## config.mk

```make
export PLATFORM = sky130hd
export DESIGN_NAME = mem_rr_arbiter
export DESIGN_NICKNAME = d
export VERILOG_FILES = /design/src/rtl/mem_rr_arbiter.sv
export SDC_FILE = /design/constraint.sdc
export NUM_CORES = 1
export LEC_CHECK = 0
export CORE_UTILIZATION = 30
export CTS_CLUSTER_SIZE = 12
export DETAILED_ROUTE_END_ITERATION = 6
export PLACE_DENSITY = 0.64
export SETUP_SLACK_MARGIN = 0.1
export SYNTH_ARGS = -nofsm -noshare
export SYNTH_HDL_FRONTEND = slang
export SYNTH_SLANG_ARGS = --single-unit
```

## constraint.sdc

```tcl
create_clock -name clk_i -period 2.8 [get_ports clk_i]
set_clock_uncertainty 0.1 [all_clocks]
set_input_delay 0.42 -clock clk_i [delete_from_list [all_inputs] [get_ports clk_i]]
set_output_delay 0.42 -clock clk_i [all_outputs]
set_load 0.1 [all_outputs]
```

## src/rtl/mem_rr_arbiter.sv

```systemverilog
// mem_rr_arbiter
// Shares one single-port valid/ready memory between requesters A and B with
// round-robin arbitration and a ready-timeout watchdog.
//
// Handshake: a requester raises <x>_req_i with its qualifiers and holds them
// until <x>_ack_o, which is a one-cycle pulse; <x>_err_o is meaningful only
// while ack is high. Toward the memory, m_valid_o is a one-cycle pulse that
// carries m_wr_rd_en_o/m_addr_o/m_wdata_o. The access completes when m_ready_i
// is seen during WAIT, with m_rdata_i valid in that same cycle for reads.
//
// Ports:
//   clk_i, rst_i            clock, asynchronous active-high reset
//   a_* / b_*               requester ports (req, wr_rd_en, addr, wdata in;
//                           ack, err, rdata out)
//   m_*                     memory master port
//   busy_o                  high whenever the FSM is not in IDLE
//   grant_o                 current or last owner (0 = A, 1 = B)
//   state_o                 FSM state, for observation
module mem_rr_arbiter #(
    parameter int DEPTH      = 64,
    parameter int WIDTH      = 16,
    parameter int ADDR_WIDTH = $clog2(DEPTH),
    parameter int TIMEOUT    = 15
) (
    input  logic                  clk_i,
    input  logic                  rst_i,
    input  logic                  a_req_i,
    input  logic                  a_wr_rd_en_i,
    input  logic [ADDR_WIDTH-1:0] a_addr_i,
    input  logic [WIDTH-1:0]      a_wdata_i,
    output logic                  a_ack_o,
    output logic                  a_err_o,
    output logic [WIDTH-1:0]      a_rdata_o,
    input  logic                  b_req_i,
    input  logic                  b_wr_rd_en_i,
    input  logic [ADDR_WIDTH-1:0] b_addr_i,
    input  logic [WIDTH-1:0]      b_wdata_i,
    output logic                  b_ack_o,
    output logic                  b_err_o,
    output logic [WIDTH-1:0]      b_rdata_o,
    output logic                  m_valid_o,
    output logic                  m_wr_rd_en_o,
    output logic [ADDR_WIDTH-1:0] m_addr_o,
    output logic [WIDTH-1:0]      m_wdata_o,
    input  logic [WIDTH-1:0]      m_rdata_i,
    input  logic                  m_ready_i,
    output logic                  busy_o,
    output logic                  grant_o,
    output logic [1:0]            state_o
);

    localparam int CNT_W = $clog2(TIMEOUT + 1);

    typedef enum logic [1:0] {
        S_IDLE  = 2'd0,
        S_ISSUE = 2'd1,
        S_WAIT  = 2'd2,
        S_DONE  = 2'd3
    } state_t;

    state_t                state_q, state_d;
    logic [CNT_W-1:0]      cnt_q, cnt_d;
    logic                  last_grant_q, last_grant_d;
    logic                  grant_q, grant_d;
    logic                  busy_q, busy_d;
    logic                  m_valid_q, m_valid_d;
    logic                  m_wr_q, m_wr_d;
    logic [ADDR_WIDTH-1:0] m_addr_q, m_addr_d;
    logic [WIDTH-1:0]      m_wdata_q, m_wdata_d;
    logic                  a_ack_q, a_ack_d, a_err_q, a_err_d;
    logic                  b_ack_q, b_ack_d, b_err_q, b_err_d;
    logic [WIDTH-1:0]      a_rdata_q, a_rdata_d, b_rdata_q, b_rdata_d;
    logic                  pick_b;
    logic                  finish;
    logic                  timed_out;

    always_comb begin
        state_d      = state_q;
        cnt_d        = cnt_q;
        last_grant_d = last_grant_q;
        grant_d      = grant_q;
        m_valid_d    = 1'b0;
        m_wr_d       = m_wr_q;
        m_addr_d     = m_addr_q;
        m_wdata_d    = m_wdata_q;
        a_ack_d      = 1'b0;
        a_err_d      = 1'b0;
        b_ack_d      = 1'b0;
        b_err_d      = 1'b0;
        a_rdata_d    = a_rdata_q;
        b_rdata_d    = b_rdata_q;
        pick_b       = 1'b0;
        finish       = 1'b0;
        timed_out    = 1'b0;

        case (state_q)
            S_IDLE: begin
                if (a_req_i || b_req_i) begin
                    // B wins when it is alone, or when both ask and A was served last.
                    pick_b       = b_req_i && (!a_req_i || !last_grant_q);
                    grant_d      = pick_b;
                    last_grant_d = pick_b;
                    m_wr_d       = pick_b ? b_wr_rd_en_i : a_wr_rd_en_i;
                    m_addr_d     = pick_b ? b_addr_i     : a_addr_i;
                    m_wdata_d    = pick_b ? b_wdata_i    : a_wdata_i;
                    m_valid_d    = 1'b1;
                    state_d      = S_ISSUE;
                end
            end
            S_ISSUE: begin
                cnt_d   = '0;
                state_d = S_WAIT;
            end
            S_WAIT: begin
                if (m_ready_i) begin
                    finish = 1'b1;
                end else begin
                    cnt_d = cnt_q + CNT_W'(1);
                    if (cnt_d == CNT_W'(TIMEOUT)) begin
                        finish    = 1'b1;
                        timed_out = 1'b1;
                    end
                end
                if (finish) begin
                    state_d = S_DONE;
                    if (grant_q) begin
                        b_ack_d = 1'b1;
                        b_err_d = timed_out;
                    end else begin
                        a_ack_d = 1'b1;
                        a_err_d = timed_out;
                    end
                    // Only a successful read updates the owner's data.
                    if (!timed_out && !m_wr_q) begin
                        if (grant_q) b_rdata_d = m_rdata_i;
                        else         a_rdata_d = m_rdata_i;
                    end
                end
            end
            S_DONE: begin
                // Requests are not sampled here: the owner is still dropping req.
                state_d = S_IDLE;
            end
            default: state_d = S_IDLE;
        endcase

        busy_d = (state_d != S_IDLE);
    end

    always_ff @(posedge clk_i or posedge rst_i) begin
        if (rst_i) begin
            state_q      <= S_IDLE;
            cnt_q        <= '0;
            last_grant_q <= 1'b1;
            grant_q      <= 1'b0;
            busy_q       <= 1'b0;
            m_valid_q    <= 1'b0;
            m_wr_q       <= 1'b0;
            m_addr_q     <= '0;
            m_wdata_q    <= '0;
            a_ack_q      <= 1'b0;
            a_err_q      <= 1'b0;
            b_ack_q      <= 1'b0;
            b_err_q      <= 1'b0;
            a_rdata_q    <= '0;
            b_rdata_q    <= '0;
        end else begin
            state_q      <= state_d;
            cnt_q        <= cnt_d;
            last_grant_q <= last_grant_d;
            grant_q      <= grant_d;
            busy_q       <= busy_d;
            m_valid_q    <= m_valid_d;
            m_wr_q       <= m_wr_d;
            m_addr_q     <= m_addr_d;
            m_wdata_q    <= m_wdata_d;
            a_ack_q      <= a_ack_d;
            a_err_q      <= a_err_d;
            b_ack_q      <= b_ack_d;
            b_err_q      <= b_err_d;
            a_rdata_q    <= a_rdata_d;
            b_rdata_q    <= b_rdata_d;
        end
    end

    assign a_ack_o      = a_ack_q;
    assign a_err_o      = a_err_q;
    assign a_rdata_o    = a_rdata_q;
    assign b_ack_o      = b_ack_q;
    assign b_err_o      = b_err_q;
    assign b_rdata_o    = b_rdata_q;
    assign m_valid_o    = m_valid_q;
    assign m_wr_rd_en_o = m_wr_q;
    assign m_addr_o     = m_addr_q;
    assign m_wdata_o    = m_wdata_q;
    assign busy_o       = busy_q;
    assign grant_o      = grant_q;
    assign state_o      = state_q;

endmodule

```

**Word level (Yosys, flattened, before mapping)**

Cells that the tools add are included.

- Flip-flop bits (word level): 69
- Latch bits: 0
- RAM bits: 0
- ROM bits: 0
- Input port bits: 67
- Output and inout bits: 64
- Logic and storage cells: 64
- Memories kept: 0

- Add/subtract/negate cells: 1
- Multipliers: 0
- Div/mod/pow operators: 0
- Order comparisons: 0
- Equal/unequal tests: 5
- Shifts and indexed selects: 0
- Mux-type cells: 27
- Bitwise logic cells: 1
- Reductions and logical operators: 15

Operators by type and width:

| kind | count |
|---|---|
| 2-to-1 mux 1 bit | 20 |
| 2-to-1 mux 16 bit | 1 |
| case mux 2 bit (4 select lines) | 1 |
| case mux 4 bit (2 select lines) | 1 |
| AND reduction 4 bit | 2 |
| 2-to-1 mux 6 bit | 1 |
| adder 4 x 1 -> 4 bit (second input constant) | 1 |
| == test 2 bit (second input constant) | 2 |
| == test 4 bit (second input constant) | 1 |
| logical NOT 1 bit | 4 |
| 2-to-1 mux 2 bit | 2 |
| 2-to-1 mux 4 bit | 1 |
| AND reduction 2 bit | 2 |
| nonzero test 2 bit | 2 |
| == test 2 x 1 -> 1 bit (second input constant) | 1 |
| logical AND 1 bit | 2 |
| logical NOT 2 bit | 1 |
| logical OR 1 bit | 2 |
| inequality test 2 bit (second input constant) | 1 |
| inverter 1 bit | 1 |

**Logic depth before layout (Yosys ltp)**

- Depth after elaboration: 8
- Mapped depth: 8
- Gate-level depth less buffers: 6

**Worst setup path after synthesis**

No wires, ideal clock.

- Path type: register to register
- From: reg state_q[0], in the netlist state_o[0]
- To: reg b_rdata_q[0], in the netlist b_rdata_o[0]
- Library setup time: 0.126 ns
- Arrival time: 2.304 ns
- Data required time: 2.574 ns
- Slack: 0.270 ns
- Cell stages (with the launch flop): 9
- Buffers on the path: 2
- Clock period less this slack: 2.530 ns
- Cell sequence: dfrtp_1 -> inv_1 -> ha_1 -> buf_6 -> nand2_4 -> nor2_4 -> nand2_2 -> buf_6 -> mux2_2

- Cells in the longest elaborated chain, start to end: 2

RTL lines:

| what | RTL line | RTL |
|---|---|---|
| start, declared | 61 | `state_t state_q, state_d;` |
| start signal, assigned | 168 | `state_q <= state_d;` |
| == test 2 bit | 96 | `case (state_q)` |
| AND reduction 4 bit (no source line) | -- |  |
| end signal, assigned | 182 | `b_rdata_q <= b_rdata_d;` |
| end, declared | 72 | `logic [WIDTH-1:0] a_rdata_q, a_rdata_d, b_rdata_q, b_rdata_d;` |

No other way between the ends.
A chain may end at the register's enable or synchronous reset.

**Worst setup path in the final report**

- From: reg state_q[0], in the netlist state_o[0]
- To: reg a_rdata_q[14], in the netlist a_rdata_o[14]

- Cells in the longest elaborated chain, start to end: 2

RTL lines:

| what | RTL line | RTL |
|---|---|---|
| == test 2 bit | 96 |  |
| AND reduction 4 bit (no source line) | -- |  |
| end signal, assigned | 181 | `a_rdata_q <= a_rdata_d;` |
| end, declared | 72 |  |

No other way between the ends.

==> results_dict.tcl <==
set metrics [dict create \
    avgSynthCellArea_um2 12.5 \
    io_pins 131 \
    ys_ff_latch 69 \
    htreeDepth 3 \
    num_rows 36 \
    die_x_um 102 \
    critPathKind "flip-flop to flip-flop" \
    wl_per_cell_um 12.8 \
    synth_cell_types 34 \
    die_h_um 102 \
    critical-path-top-delay-family "flip-flops" \
    start_util_pct 30.9 \
    max_freq_mhz 496 \
    finalCritPeriodShare_pct 71.9 \
    fillers 942 \
    drive_above_1_share_pct 33.0 \
    grt_usage_pct 13.1 \
    r2r-start "state_o[0]" \
    r2r-end "a_rdata_o[14]" \
    grt_antenna_before_repair 0 \
    max-cap-violations 0 \
    first_pass_iters 4 \
    outcome "completed" \
    vias_per_cell 4.37 \
    grt_overflow_total 0 \
    fin_crit_ns 2.01 \
    rsz0062_at_grt "false" \
    dp_hpwl_um 5000 \
    clkTransAtPathRegs_ns 0.08 \
    postSynthCellCount 240 \
    final.setup.tns_ns 0 \
    hold_buffers 0 \
    cts_resized 0 \
    multi_input_area_mm2 0.00118 \
    startpoint_type "flip-flop" \
    cp.arrival_ns 2.13 \
    grt_start_max_net_pins 49 \
    drc 0 \
    cts_made_buffers 9 \
    cp.depth 6 \
    finalSetupViolCount 0 \
    holdWs_ns 0.373 \
    grt_pass1_vias 2307 \
    cpMaxStageDelayCell "dfrtp_1" \
    hp-class "input port to async pin" \
    final-seq-area_mm2 0.00173 \
    crit_required_ns 2.92 \
    port_buffers 130 \
    synthesis.area_mm2 0.00301 \
    grt_pass1_wl_um 10500 \
    cts.sinks 69 \
    vias 2238 \
    clk_latency_ns 0.33 \
    syn_nets 313 \
    place.gp.congestion 0.796 \
    seq_area_frac_synth_pct 57.5 \
    die_area_mm2 0.0104 \
    path_cells "inv_1 > ha_1 > nand2_4 > nor3_4 > buf_4 > mux2_2" \
    synth_warnings 0 \
    cts_setup_buffers 0 \
    cp_max_fo 16 \
    root_buffer "clkbuf_8" \
    setup.worst_path.start "state_o[0]" \
    reg2regPathDepth 6 \
    cts_tree "yes" \
    worst_pin_slew_ns 0.564 \
    core_area_mm2 0.00973 \
    antenna_cells 0 \
    clock_tree.buffer_depth 2 \
    critPathMaxStageDelay_ns 0.44 \
    area_growth_syn_to_layout_pct 50.1 \
    nets 447 \
    critPathCaptureType "flip-flop" \
    slew-limit-headroom_pct 62.4 \
    wl_um 6560 \
    rrSetupSlack_ns 0.79 \
    hold_viol 0 \
    crit_path_end "a_rdata_o[14]" \
    antenna_left 0 \
    cp_num_buf_inv 2 \
    first_iter_violations 60 \
    slew_violations 0 \
]
[worst min-delay path by stage]
| stage | from | to | slack [ns] | cells past startpoint |
|---|---|---|---|---|
| floorplan | a_req_i | last_grant_q | 0.39 | 1 |
| global placement | m_wdata_o[1] | m_wdata_o[1] | 0.37 | 2 |
| detailed placement | m_addr_o[3] | m_addr_o[3] | 0.38 | 2 |
| CTS | rst_i | cnt_q[2] | 0.37 | 2 |
| global route | rst_i | m_wdata_o[9] | 0.40 | 2 |
| finish | rst_i | cnt_q[2] | 0.37 | 2 |
[flip-flops by register name, summed over array words and instances (netlist names), 2 cells and up]
signal     count
a_rdata_o     16
b_rdata_o     16
cnt_q          4
state_o        2
m_addr_o       6
m_wdata_o     16
[worst reg2reg max path: stages, from the launching register on]
cell and delay, ns:
dfrtp_1 0.44, inv_1 0.13, ha_1 0.36, nand2_4 0.12
nor3_4 0.11, buf_4 0.27, mux2_2 0.38
[cell families (layout without fill, tap and decap cells)]
| family | Yosys count | count (layout) | synth area share, % |
|---|---|---|---|
| XOR/XNOR | 1 | 1 | 0.291 |
| buffers and inverters | 19 | 158 | 4.12 |
| multiplexers | 55 | 55 | 20.0 |
| AND/OR/NAND/NOR | 49 | 49 | 8.16 |
| adder cells (fa/ha/maj) | 6 | 6 | 2.50 |
| AO/OA/AOI/OAI | 41 | 41 | 7.45 |
| flip-flops | 69 | 69 | 57.5 |
[layer usage]
metal / global-route usage, % / vias to the layer above / wire, um
met4: 7.14 / 0 / 116
met5: 0 / - / 0
li1: - / 1104 / -
met1: 16.8 / 1029 / 3010
met3: 3.97 / 11 / 485
met2: 19.9 / 94 / 2940
[layout make-up]
| type | count | area share, % |
|---|---|---|
| clock buffers | 9 | 2.75 |
| clock inverters | 7 | 2.19 |
| inverters | 7 | 0.582 |
| multi-input cells | 152 | 26.1 |
| flip-flops and latches | 69 | 38.3 |
| well taps | 133 | 3.69 |
| repair buffers | 135 | 26.4 |
[per-stage QoR]
stage	area (um2)	cells	utilization, %	setup WS [ns]
global placement	4290	496	44.1	0.672
floorplan	3010	240	-	0.270
global route	4510	512	46.4	0.656
finish	4510	512	46.4	0.786
CTS	4510	512	46.4	0.769
detailed placement	4290	496	44.1	0.580
[cell usage in the layout (no fill, tap or decap), types with 3 or more instances in the layout]
cell type	synthesis	layout
a21oi_1	4	4
inv_1	7	6
nand2_1	30	30
buf_4	2	68
nor2_1	5	5
clkdlybuf4s50_1	0	66
mux2_4	3	3
clkbuf_8	0	9
o21ai_0	30	29
mux2_2	29	29
dfrtp_1	68	68
mux2i_1	23	23
ha_1	6	6
[cells in the mapped netlist]
master / count / area (um2)
a21boi_1: 1 / 7.51
a21o_1: 1 / 7.51
a21oi_1: 4 / 20.0
a22o_1: 1 / 8.76
a311oi_1: 2 / 17.5
a31oi_1: 2 / 12.5
and2_1: 1 / 6.26
and4_1: 1 / 8.76
and4b_1: 1 / 10.0
buf_2: 3 / 15.0
buf_4: 2 / 15.0
buf_6: 4 / 45.0
buf_8: 1 / 15.0
clkbuf_1: 2 / 7.51
dfrtp_1: 68 / 1700
dfstp_2: 1 / 26.3
ha_1: 6 / 75.1
inv_1: 7 / 26.3
mux2_2: 29 / 327
mux2_4: 3 / 45.0
mux2i_1: 23 / 230
nand2_1: 30 / 113
nand2_2: 1 / 6.26
nand2_4: 1 / 11.3
nand2b_1: 2 / 12.5
nand3_1: 2 / 10.0
nand4b_1: 1 / 8.76
nor2_1: 5 / 18.8
nor2_4: 1 / 11.3
nor3_1: 1 / 5.00
nor3_4: 1 / 16.3
nor3b_1: 1 / 7.51
o21ai_0: 30 / 150
xor2_1: 1 / 8.76
Power is left out: the tool's default activity adds up to more than one toggle a clock period on the data nets, which glitch-free logic cannot reach.
